`config.mk`:
```
export PLATFORM = sky130hd
export DESIGN_NAME = conv_enc
export DESIGN_NICKNAME = d
export VERILOG_FILES = /design/src/rtl/conv_enc.sv
export SDC_FILE = /design/constraint.sdc
export NUM_CORES = 1
export LEC_CHECK = 0
export CORE_MARGIN = 4
export CORE_UTILIZATION = 40
export DETAILED_ROUTE_END_ITERATION = 16
export GPL_ROUTABILITY_DRIVEN = 0
export PLACE_DENSITY = 0.63
export SLEW_MARGIN = 20
export SYNTH_ARGS = -nofsm -noshare
export SYNTH_HDL_FRONTEND = slang
export SYNTH_SLANG_ARGS = --single-unit
```
`constraint.sdc`:
```
create_clock -name clk -period 2.54 [get_ports clk]
set_input_delay 0.508 -clock clk [delete_from_list [all_inputs] [get_ports clk]]
set_output_delay 0.508 -clock clk [all_outputs]
set_load 0.02 [all_outputs]
```
`src/rtl/conv_enc.sv`:
```
// conv_enc: framed rate-1/2 convolutional encoder with zero-tail termination.
// Define CONV_ENC_ERR_INJ_EN to XOR err_mask into each emitted symbol.
module conv_enc #(
   parameter int             K         = 4,
   parameter logic [K-1:0]   G0        = 4'b1111,
   parameter logic [K-1:0]   G1        = 4'b1101,
   parameter int             FRAME_LEN = 16
) (
   input  logic       clk,
   input  logic       rst_n,
   input  logic       in_valid,
   input  logic       in_bit,
   output logic       in_ready,
   output logic       out_valid,
   output logic [1:0] out_pair,
   output logic       out_last,
   input  logic       out_ready,
   input  logic [1:0] err_mask,
   output logic       busy
);

   localparam int CW = $clog2(FRAME_LEN + 1);
   localparam int TW = (K > 2) ? $clog2(K - 1) : 1;
   localparam logic [CW-1:0] LAST_CNT  = CW'(FRAME_LEN - 1);
   localparam logic [TW-1:0] LAST_TAIL = TW'(K - 2);

   typedef enum logic [1:0] {
      S_IDLE,
      S_DATA,
      S_TAIL
   } state_e;

   state_e          state_q, state_d;
   logic [CW-1:0]   cnt_q, cnt_d;
   logic [TW-1:0]   tcnt_q, tcnt_d;
   logic [K-2:0]    st_q, st_d;
   logic            ov_q, ov_d;
   logic [1:0]      pair_q, pair_d;
   logic            last_q, last_d;

   logic            slot_free;
   logic            load;
   logic            u;
   logic [K-1:0]    v;
   logic [1:0]      par;
   logic [1:0]      sym;

   // Tail bits are forced to zero so the trellis ends in state 0.
   assign slot_free = !ov_q || out_ready;
   assign in_ready  = rst_n && (state_q != S_TAIL) && slot_free;
   assign load      = (in_valid && in_ready) ||
                      ((state_q == S_TAIL) && slot_free);
   assign u         = (state_q == S_TAIL) ? 1'b0 : in_bit;
   assign v         = {u, st_q};
   assign par       = {^(G1 & v), ^(G0 & v)};

`ifdef CONV_ENC_ERR_INJ_EN
   // Corruption touches only the emitted symbol, never the encoder memory.
   assign sym = par ^ err_mask;
`else
   logic unused_err;
   assign unused_err = ^err_mask;
   assign sym        = par;
`endif

   assign out_valid = ov_q;
   assign out_pair  = pair_q;
   assign out_last  = last_q;
   assign busy      = (state_q != S_IDLE);

   // Next-state: frame sequencing, shift register and output slot.
   always_comb begin
      state_d = state_q;
      cnt_d   = cnt_q;
      tcnt_d  = tcnt_q;
      st_d    = st_q;
      ov_d    = ov_q;
      pair_d  = pair_q;
      last_d  = last_q;
      if (ov_q && out_ready) begin
         ov_d = 1'b0;
      end
      if (load) begin
         st_d   = v[K-1:1];
         ov_d   = 1'b1;
         pair_d = sym;
         last_d = 1'b0;
         unique case (state_q)
            S_IDLE: begin
               cnt_d   = CW'(1);
               state_d = S_DATA;
               if (FRAME_LEN == 1) begin
                  cnt_d   = '0;
                  state_d = S_TAIL;
               end
            end
            S_DATA: begin
               if (cnt_q == LAST_CNT) begin
                  cnt_d   = '0;
                  state_d = S_TAIL;
               end else begin
                  cnt_d = cnt_q + 1'b1;
               end
            end
            S_TAIL: begin
               if (tcnt_q == LAST_TAIL) begin
                  tcnt_d  = '0;
                  last_d  = 1'b1;
                  state_d = S_IDLE;
               end else begin
                  tcnt_d = tcnt_q + 1'b1;
               end
            end
            default: state_d = S_IDLE;
         endcase
      end
   end

   // State and output registers; reset drops any pending symbol.
   always_ff @(posedge clk or negedge rst_n) begin
      if (!rst_n) begin
         state_q <= S_IDLE;
         cnt_q   <= '0;
         tcnt_q  <= '0;
         st_q    <= '0;
         ov_q    <= 1'b0;
         pair_q  <= 2'b00;
         last_q  <= 1'b0;
      end else begin
         state_q <= state_d;
         cnt_q   <= cnt_d;
         tcnt_q  <= tcnt_d;
         st_q    <= st_d;
         ov_q    <= ov_d;
         pair_q  <= pair_d;
         last_q  <= last_d;
      end
   end

endmodule

```
== Word-level counts from Yosys, hierarchy flattened ==
Index checks and enable logic that the tools add are counted.
Cells by class
  reductions and logical operators: 17
  eq/ne operators: 7
  add/sub/neg operators: 2
  muxes and demuxes: 11
Operators by type and width (count)
  case mux 5 bit (2 select lines): 1
  parity 4 bit: 2
  two-way mux 2 bit: 3
  case mux 2 bit (3 select lines): 1
  nonzero test 2 bit: 3
  adder 5 x 1 -> 5 bit, second input constant: 1
  == test 5 x 4 -> 1 bit, second input constant: 1
  logical AND 1 bit: 5
  two-way mux 1 bit: 5
  two-way mux 5 bit: 1
  == test 2 bit, second input constant: 2
  inequality test 2 bit, second input constant: 2
  AND reduction 2 bit: 2
  AND reduction 3 bit: 1
  adder 2 x 1 -> 2 bit, second input constant: 1
  == test 2 x 1 -> 1 bit, second input constant: 1
  zero test 2 bit: 1
  logical OR 1 bit: 2
  inequality test 2 x 1 -> 1 bit, second input constant: 1
  zero test 1 bit: 1
Word-level totals
  input bits: 7
  output and inout port bits: 6
  flip-flop bits (word level): 16

== Depth between registers and ports, before layout ==
  depth after elaboration: 6
  depth in mapped cells: 6

== Least setup slack after synthesis ==
No wires, ideal clock.
  kind: reg2reg
  start: reg ov_q, in the netlist out_valid
  end: reg cnt_q[3]
  data arrival time: 1.589 ns
  slack: 0.883 ns
  stages on the path, launching flop included: 6
  path through: dfrtp_1 > nor2b_4 > or3_1 > buf_2 > or4_1 > nand3_1
Between the ends
  cells in the longest elaborated chain, start to end: 6
Ends and longest elaborated chain
  from (decl): line 37  | logic ov_q, ov_d;
  from (signal assigned): line 134  | ov_q <= ov_d;
  zero test 1 bit *: line 49  | assign slot_free = !ov_q || out_ready;
  logical OR 1 bit *: line 49
  logical AND 1 bit: line 50  | assign in_ready = rst_n && (state_q != S_TAIL) && slot_free;
  logical AND 1 bit: line 51  | assign load = (in_valid && in_ready) ||
  logical OR 1 bit *: line 51
  AND reduction 2 bit (no line) *
  to (signal assigned): line 131  | cnt_q <= cnt_d;
  to (decl): line 34  | logic [CW-1:0] cnt_q, cnt_d;
Mark *: on every way between the ends. The rest lies on a longest branch, timed or not.
A chain may end at the register's enable or synchronous reset.

== Worst setup path in the final report ==
  start: in out_ready
  end: out in_ready
Between the ends
  cells in the longest elaborated chain, start to end: 2
Ends and longest elaborated chain
  from (decl): line 17  | input logic out_ready,
  logical OR 1 bit: line 49
  logical AND 1 bit: line 50
  to (decl): line 13  | output logic in_ready,
No other way between the ends.

==> results.txt <==
The distinct cell type count of the synthesized netlist was 27. Counting every instance in the synthesized netlist gives 73. The final wirelength was 1370 um. IR analysis of the VDD net gives a maximum drop of 0.565 mV. The post-route fraction of the period consumed by the critical path works out to 94.6%. Subtracting the final worst setup slack from the clock period gives 2400 ps. In this run the remaining antenna-violating nets after routing total 0.

For the switching power, the log shows 0.000356 W. The number of clock sinks seen by CTS was 16. The share of total power dissipated in sequential elements is 44.3%.

Setup violations remaining at the end of the flow were counted as 0. For this block, the initial DRC count from the detailed router was 4. In this run the vertical extent of the chip is 52.4 um. The run gives 0 as the number of pins exceeding their max-slew limit in the final report. Across the run, the number of max-cap violations was 0. Total number of H-tree levels: 1. The number of antenna diodes in the final layout is 0. The path category of the worst min-delay check was flop to flop. The run finished with clean final reports. The adder-cell share of the synthesized area works out to 1.58%. The count of buffers from port buffering was 10; the total power was 0.00101 W. STA classifies the critical path endpoint as a primary output. The fraction of power spent switching nets came out at 35.1%.

The critical path is of the input port to primary output type. The mapped netlist covers 790 um^2. The post-detailed-route via-to-cell ratio is 4.91, and the total global-route track usage is 12.5%. Average wire per standard cell: 12.2 um. The initial antenna violation count is 0, and the internal power is 0.000658 W.

The first global-routing pass estimated 2500 um of wire. Summed over all cells, the static leakage comes to 0.433 nW. The number of detailed-route iterations in the first pass is 2. Total of warnings raised by yosys: 0. The required time of the critical path is 2030 ps. TritonCTS built the clock tree.

The overall die width is 52.4 um. The worst slew slack as a fraction of its limit came out at 77.1%. The number of top-level pins was 13. The tools report the clock tree root buffer cell as sky130_fd_sc_hd__clkbuf_4. The share of the synthesized area in compound gates (AO/OA/AOI/OAI) is 10.3%, and the sum of negative setup slack is 0 ps.

After Yosys synthesis, XOR and XNOR cells account for 5.23% of the synthesized area. Setup repair after global routing left no endpoint under its margin. Static timing analysis puts the maximum clock frequency at 416 MHz.

The number of inserted filler cells in the final layout is 178. In the synthesized netlist, mux cells make up 8.56% of the area. Entering global routing, the biggest net connects 12 pins. Row generation in the floorplan step produced 15 rows. In the final design database the tool counted 97 nets.

The run gives 1890 ps as the arrival time at the worst endpoint. Along the worst path, the maximum fanout reaches 3. After synthesis the netlist holds a flip-flop and latch count of 16. The proportion of layout cells with a drive suffix above 1 is 17.2%, and the average size of a mapped cell is 10.8 um^2. STA classifies the critical path startpoint as an input port. The number of gates resized after CTS was 0. The clock network burns 12.3% of the power. TritonCTS created 3 clock buffers.

The power density of the placed cells came out at 1060 nW/um^2. The region available for standard cell placement spans 1800 um^2. The number of global-route vias before repair is 592, and the total congestion overflow after global routing is 0. Sequential elements use 50.7% of the synthesized area. After synthesis, the largest family of logic cells by area is simple AND/OR/NAND/NOR gates. Of the total synthesized cell area, the portion taken by AND, OR, NAND and NOR gates is 21.2%.

Between clock sinks in the finished design, the worst skew comes to 4.17 ps. The tools report the detailed-placement wirelength estimate as 1050 um. Once the floorplan was initialized, standard cells occupied 43.8% of the core. Clock latency on the worst-skew pair, taken at its later pin, is 270 ps. The post-CTS clock slew at the launch and capture registers of the worst setup and hold paths was 80 ps. The signed area change from the synthesized netlist to the final layout was 21.4%.

In the routed design, unresolved DRC markers number 0. Buffers added to address setup during post-CTS repair amount to 0. For the synthesized net count, the log shows 81. After clock tree synthesis, the flow added hold-fix buffers numbering 0.

The tools report the maximum root-to-sink buffer count as 2. The fraction of power consumed by combinational cells was 43.4%; the final count of hold timing violations was 0. The total vias in the final route came out at 550. The floorplan step defined a die boundary enclosing 2750 um^2. For the pin with the worst max-slew slack, the measured transition is 343 ps.
==> layout by cell type, fill, tap and decap left out <==
master,count
sky130_fd_sc_hd__xor3_1,1
sky130_fd_sc_hd__and3_1,1
sky130_fd_sc_hd__xnor2_1,2
sky130_fd_sc_hd__nand2_1,8
sky130_fd_sc_hd__inv_1,1
sky130_fd_sc_hd__or4_1,1
sky130_fd_sc_hd__mux2_2,6
sky130_fd_sc_hd__o41ai_1,1
sky130_fd_sc_hd__and4b_1,1
sky130_fd_sc_hd__or2_2,1
sky130_fd_sc_hd__a211o_1,1
sky130_fd_sc_hd__nor2_1,3
sky130_fd_sc_hd__nand2b_1,3
sky130_fd_sc_hd__clkdlybuf4s50_1,10
sky130_fd_sc_hd__a21o_1,2
sky130_fd_sc_hd__nor2b_1,1
sky130_fd_sc_hd__ha_1,1
sky130_fd_sc_hd__nand3_1,5
sky130_fd_sc_hd__dfrtp_1,16
sky130_fd_sc_hd__a21oi_1,3
sky130_fd_sc_hd__a22o_1,1
sky130_fd_sc_hd__or2b_1,1
sky130_fd_sc_hd__nor2b_4,1
sky130_fd_sc_hd__or3_1,1
sky130_fd_sc_hd__clkbuf_4,3
sky130_fd_sc_hd__and3b_1,1
sky130_fd_sc_hd__nor3_1,2
sky130_fd_sc_hd__buf_4,4
sky130_fd_sc_hd__o21ai_0,5
==> per-stage QoR <==
step | cells | util [%] | setup slack (ps) | hold slack, ps | instance area, um^2
finish | 112 | 53.2 | 137 | 481 | 958
global route | 112 | 53.2 | 81.1 | 506 | 958
detailed placement | 109 | 51.9 | 140 | 469 | 936
CTS | 112 | 53.2 | 128 | 481 | 958
global placement | 109 | 51.9 | 137 | 465 | 936
floorplan | 73 | - | 883 | 212 | 790
==> cell families (layout without fill, tap and decap cells) <==
group | count (synthesis) | after routing
and+or+nand+nor | 30 | 30
DFF | 16 | 16
AOI/OAI and AO/OA | 13 | 13
muxes | 6 | 6
buffers and inverters | 4 | 18
xor gates and xnor gates | 3 | 3
adders and majority gates | 1 | 1
==> metal layers <==
layer  part of all wire [%]  vias up  track usage (%)  wire length [um]
met5                      0        -                0                 0
met4                    1.2        0             6.38                16
met3                    4.7        2             3.99                64
met2                     44        7             18.6               608
met1                     50      256             16.1               678
li1                       -      285                -                 -
==> power by group through the flow <==
stage | clock network [W] | logic [W] | registers [W]
floorplan | 0 | 0.000319 | 0.000448
finish | 0.000125 | 0.000440 | 0.000449
global placement | 0 | 0.000441 | 0.000450
CTS | 0.000135 | 0.000449 | 0.000449
global route | 0.000153 | 0.000490 | 0.000469
detailed placement | 0 | 0.000447 | 0.000455
==> area by class of cell <==
type	count	area, um^2	area share [%]
tap	25	31.3	3.26
inverter	1	3.75	0.392
multi-input combinational	53	370	38.6
timing repair buffer	14	130	13.6
sequential	16	400	41.8
clock buffer	3	22.5	2.35
==> Yosys cell counts (all sizes together) <==
| master | n | share of area, % |
|---|---|---|
| xor3 | 1 | 3.0 |
| nor2 | 3 | 1.4 |
| or4 | 1 | 0.95 |
| ha | 1 | 1.6 |
| xnor2 | 2 | 2.2 |
| inv | 1 | 0.47 |
| nor3 | 2 | 1.3 |
| and4b | 1 | 1.3 |
| nor2b | 2 | 2.5 |
| a21oi | 3 | 1.9 |
| a21o | 2 | 1.9 |
| mux2 | 6 | 8.6 |
| or3 | 1 | 0.79 |
| nand2b | 3 | 2.4 |
| a22o | 1 | 1.1 |
| nand2 | 8 | 3.8 |
| o41ai | 1 | 1.1 |
| or2b | 1 | 0.95 |
| nand3 | 5 | 3.2 |
| dfrtp | 16 | 51 |
| a211o | 1 | 1.1 |
| or2 | 1 | 0.79 |
| and3 | 1 | 0.79 |
| buf | 3 | 1.9 |
| o21ai | 5 | 3.2 |
| and3b | 1 | 1.1 |
==> registers in the layout, summed over array words and instances, names as in the netlist <==
| name | count |
|---|---|
| tcnt_q | 2 |
| cnt_q | 5 |
| out_valid | 1 |
| out_pair | 2 |
| state_q | 2 |
| out_last | 1 |
| st_q | 3 |
==> path summary, 6_finish.rpt <==
check	start	end	slack [ps]	cells past startpoint
max	out_ready	in_ready	140	4
min	cnt_q[4]$_DFFE_PN0P_	state_q[1]$_DFFE_PN0P_	480	1
max reg2reg	state_q[0]$_DFFE_PN0P_	out_pair[0]$_DFFE_PN0P_	930	4
min reg2reg	cnt_q[4]$_DFFE_PN0P_	state_q[1]$_DFFE_PN0P_	480	1
max in group asynchronous	rst_n	cnt_q[0]$_DFFE_PN0P_	1820	2
min in group asynchronous	rst_n	tcnt_q[1]$_DFFE_PN0P_	580	2
==> critical path, stage by stage <==
cell and delay (ps):
sky130_fd_sc_hd__clkdlybuf4s50_1 420, sky130_fd_sc_hd__or2b_1 260, sky130_fd_sc_hd__and3_1 180, sky130_fd_sc_hd__clkdlybuf4s50_1 530
Note: power is estimated with default switching activity, not from simulation.
==> variant, RTL diff (config.mk and constraints unchanged) <==
Set the parameter `FRAME_LEN` to 32 (it was 16).
--- a/src/rtl/conv_enc.sv
+++ b/src/rtl/conv_enc.sv
@@ -5,5 +5,5 @@
    parameter logic [K-1:0]   G0        = 4'b1111,
    parameter logic [K-1:0]   G1        = 4'b1101,
-   parameter int             FRAME_LEN = 16
+   parameter int             FRAME_LEN = 32
 ) (
    input  logic       clk,
Function: no difference found for any inputs over 10 cycles, from zero or initial values and one cycle with rst_n low; that may be too few to reach the edited logic, so the function may still have changed.
==> variant against the original RTL <==
Critical endpoint unchanged. Area after synthesis rose by 7.9%. Global-route usage shrank 0.36 points. Worst setup slack gained 48 ps. Total power down 2.2%. Design area grew 8.6%. Sequential cell count increased by 1. Largest cell class unchanged. Routed wire length up 7.6%. Largest power group unchanged. Core utilization shrank 1.2 points.
==> variant: results (changes against the original RTL) <==
| Metric | Value |
|---|---|
| Detailed Routing Iterations Pass 1 | `4 (+2)` |
| Max IR drop VDD | `0.5248 mV (-7.0%)` |
| Seq/total area | `40.87% (-0.91 points)` |
| Nets | `109 (+12%)` |
| Setup bufs post-CTS | `0 (unchanged)` |
| Max FO, Critical Path | `14 (+11)` |
| Cells after synthesis | `83 (+14%)` |
| Post-Synth XOR/XNOR Area | `4.846% (-0.38 points)` |
| Sw frac | `33.94% (-1.2 points)` |
| FFs & Latches | `17 (+1)` |
| Vias in the first global route | `596 (+0.68%)` |
| Via density | `5.126 (+4.4%)` |
| # clk buffers | `4 (+1)` |
| Placement Setup Slack | `185.9 ps (+45.86 ps)` |
| Multi-input comb cells | `62 (+17%)` |
| Share of cells above drive strength 1 | `18.00% (+0.76 points)` |
| Pin count of the biggest net entering global routing | `20 (+8)` |
| Least-Margin Pin Slew | `387.8 ps (+44.57 ps)` |
| Non-clk invs | `2 (+1)` |
| Placed inst area | `1015 sq um (+8.4%)` |
| 1st-iter DRT viols | `12 (+8)` |
| Global-route wire length before repair | `2532 um (+1.4%)` |
| Library cells used by synthesis | `27 (unchanged)` |
| R2r endpoint | `out_pair[0]$_DFFE_PN0P_` |
| Worst Path Arrival | `1850 ps (-40 ps)` |
| Combinational power share | `37.7% (-5.7 points)` |
| Hold Crit Depth | `2 (+1)` |
| Synth Net Count | `91 (+12%)` |
| Clock transition at the registers of the reported paths | `100 ps (+20 ps)` |
| Top post-synthesis cells by area | `dfrtp_1 50%, o21ai_0 5.9%, mux2_2 5.3%` |
| Crit path max-delay family | `flip-flops` |
| Final non-filler cell total | `127 (+13%)` |
| Layout area overhead | `22.17%` |
| Seq/Total Area, Yosys | `49.93% (-0.79 points)` |
| # fillers | `191 (+7.3%)` |
| Outcome | `complete, no violations` |
| Initial antenna violation count | `0 (unchanged)` |
| Hold path endpoint | `out_pair[1]$_DFFE_PN0P_` |
| Clock Skew | `2.712 ps (-1.458 ps)` |
| GRT Overall Usage | `12.14% (-0.36 points)` |
| Worst reg-to-reg setup slack | `880 ps (-50 ps)` |
| Crit path largest cell delay | `590 ps (+60 ps)` |
| CP max stage cell | `dfrtp_1` |
| Pwr Total | `0.0009925 W (-2.2%)` |
| Post-Synth Adder-Cell Area | `1.468% (-0.12 points)` |
| Worst Hold Slack | `490.3 ps (+9.684 ps)` |
| Clock Power | `0.000142 W (+14%)` |
| Worst hold start | `out_pair[1]$_DFFE_PN0P_` |
| Leak | `0.4543 nW (+4.9%)` |
| Multi-input gate area | `410.4 sq um (+11%)` |
| Post-synth top cells | `17 x dfrtp_1, 12 x nand2_1, 10 x o21ai_0, 5 x nand2b_1` |
| Row Count | `16 (+1)` |
| Compound-Gate Fraction of Synth Area | `16.01% (+5.7 points)` |
| Buffer share of cell area | `13.22% (-0.36 points)` |
| DRT Wirelength | `1472 um (+7.6%)` |
| Largest regs | `cnt_q: 6 flops, st_q: 3 flops` |
| Cells after DPL | `123 (+13%)` |
| Final HPWL DP | `1073 um (+2.0%)` |
[variant: worst reg2reg max path: stages, from the launching register on]
cell and delay (ps):
dfrtp_1 590, nand2b_1 220, nand2_1 130, xor3_1 360
mux2_2 260
[variant: layer usage]
layer | track usage [%] | wire length (um) | up-vias
li1 | - | - | 325
met1 | 16.44 | 766 | 312
met2 | 18.13 | 637 | 12
met3 | 3.324 | 57 | 2
met4 | 4.979 | 10 | 0
met5 | 0 | 0 | -
[variant: how the worst max path moves through the flow]
stage	start	end	slack (ps)	cells past startpoint
6_report	state_q[0]$_DFFE_PN0P_	in_ready	180	3
5_1_grt	state_q[0]$_DFFE_PN0P_	in_ready	80	3
4_1_cts	state_q[0]$_DFFE_PN0P_	in_ready	170	3
3_5_place_dp	out_ready	in_ready	190	4
3_3_place_gp	out_ready	in_ready	220	4
2_1_floorplan	out_ready	cnt_q[0]$_DFFE_PN0P_	1050	4
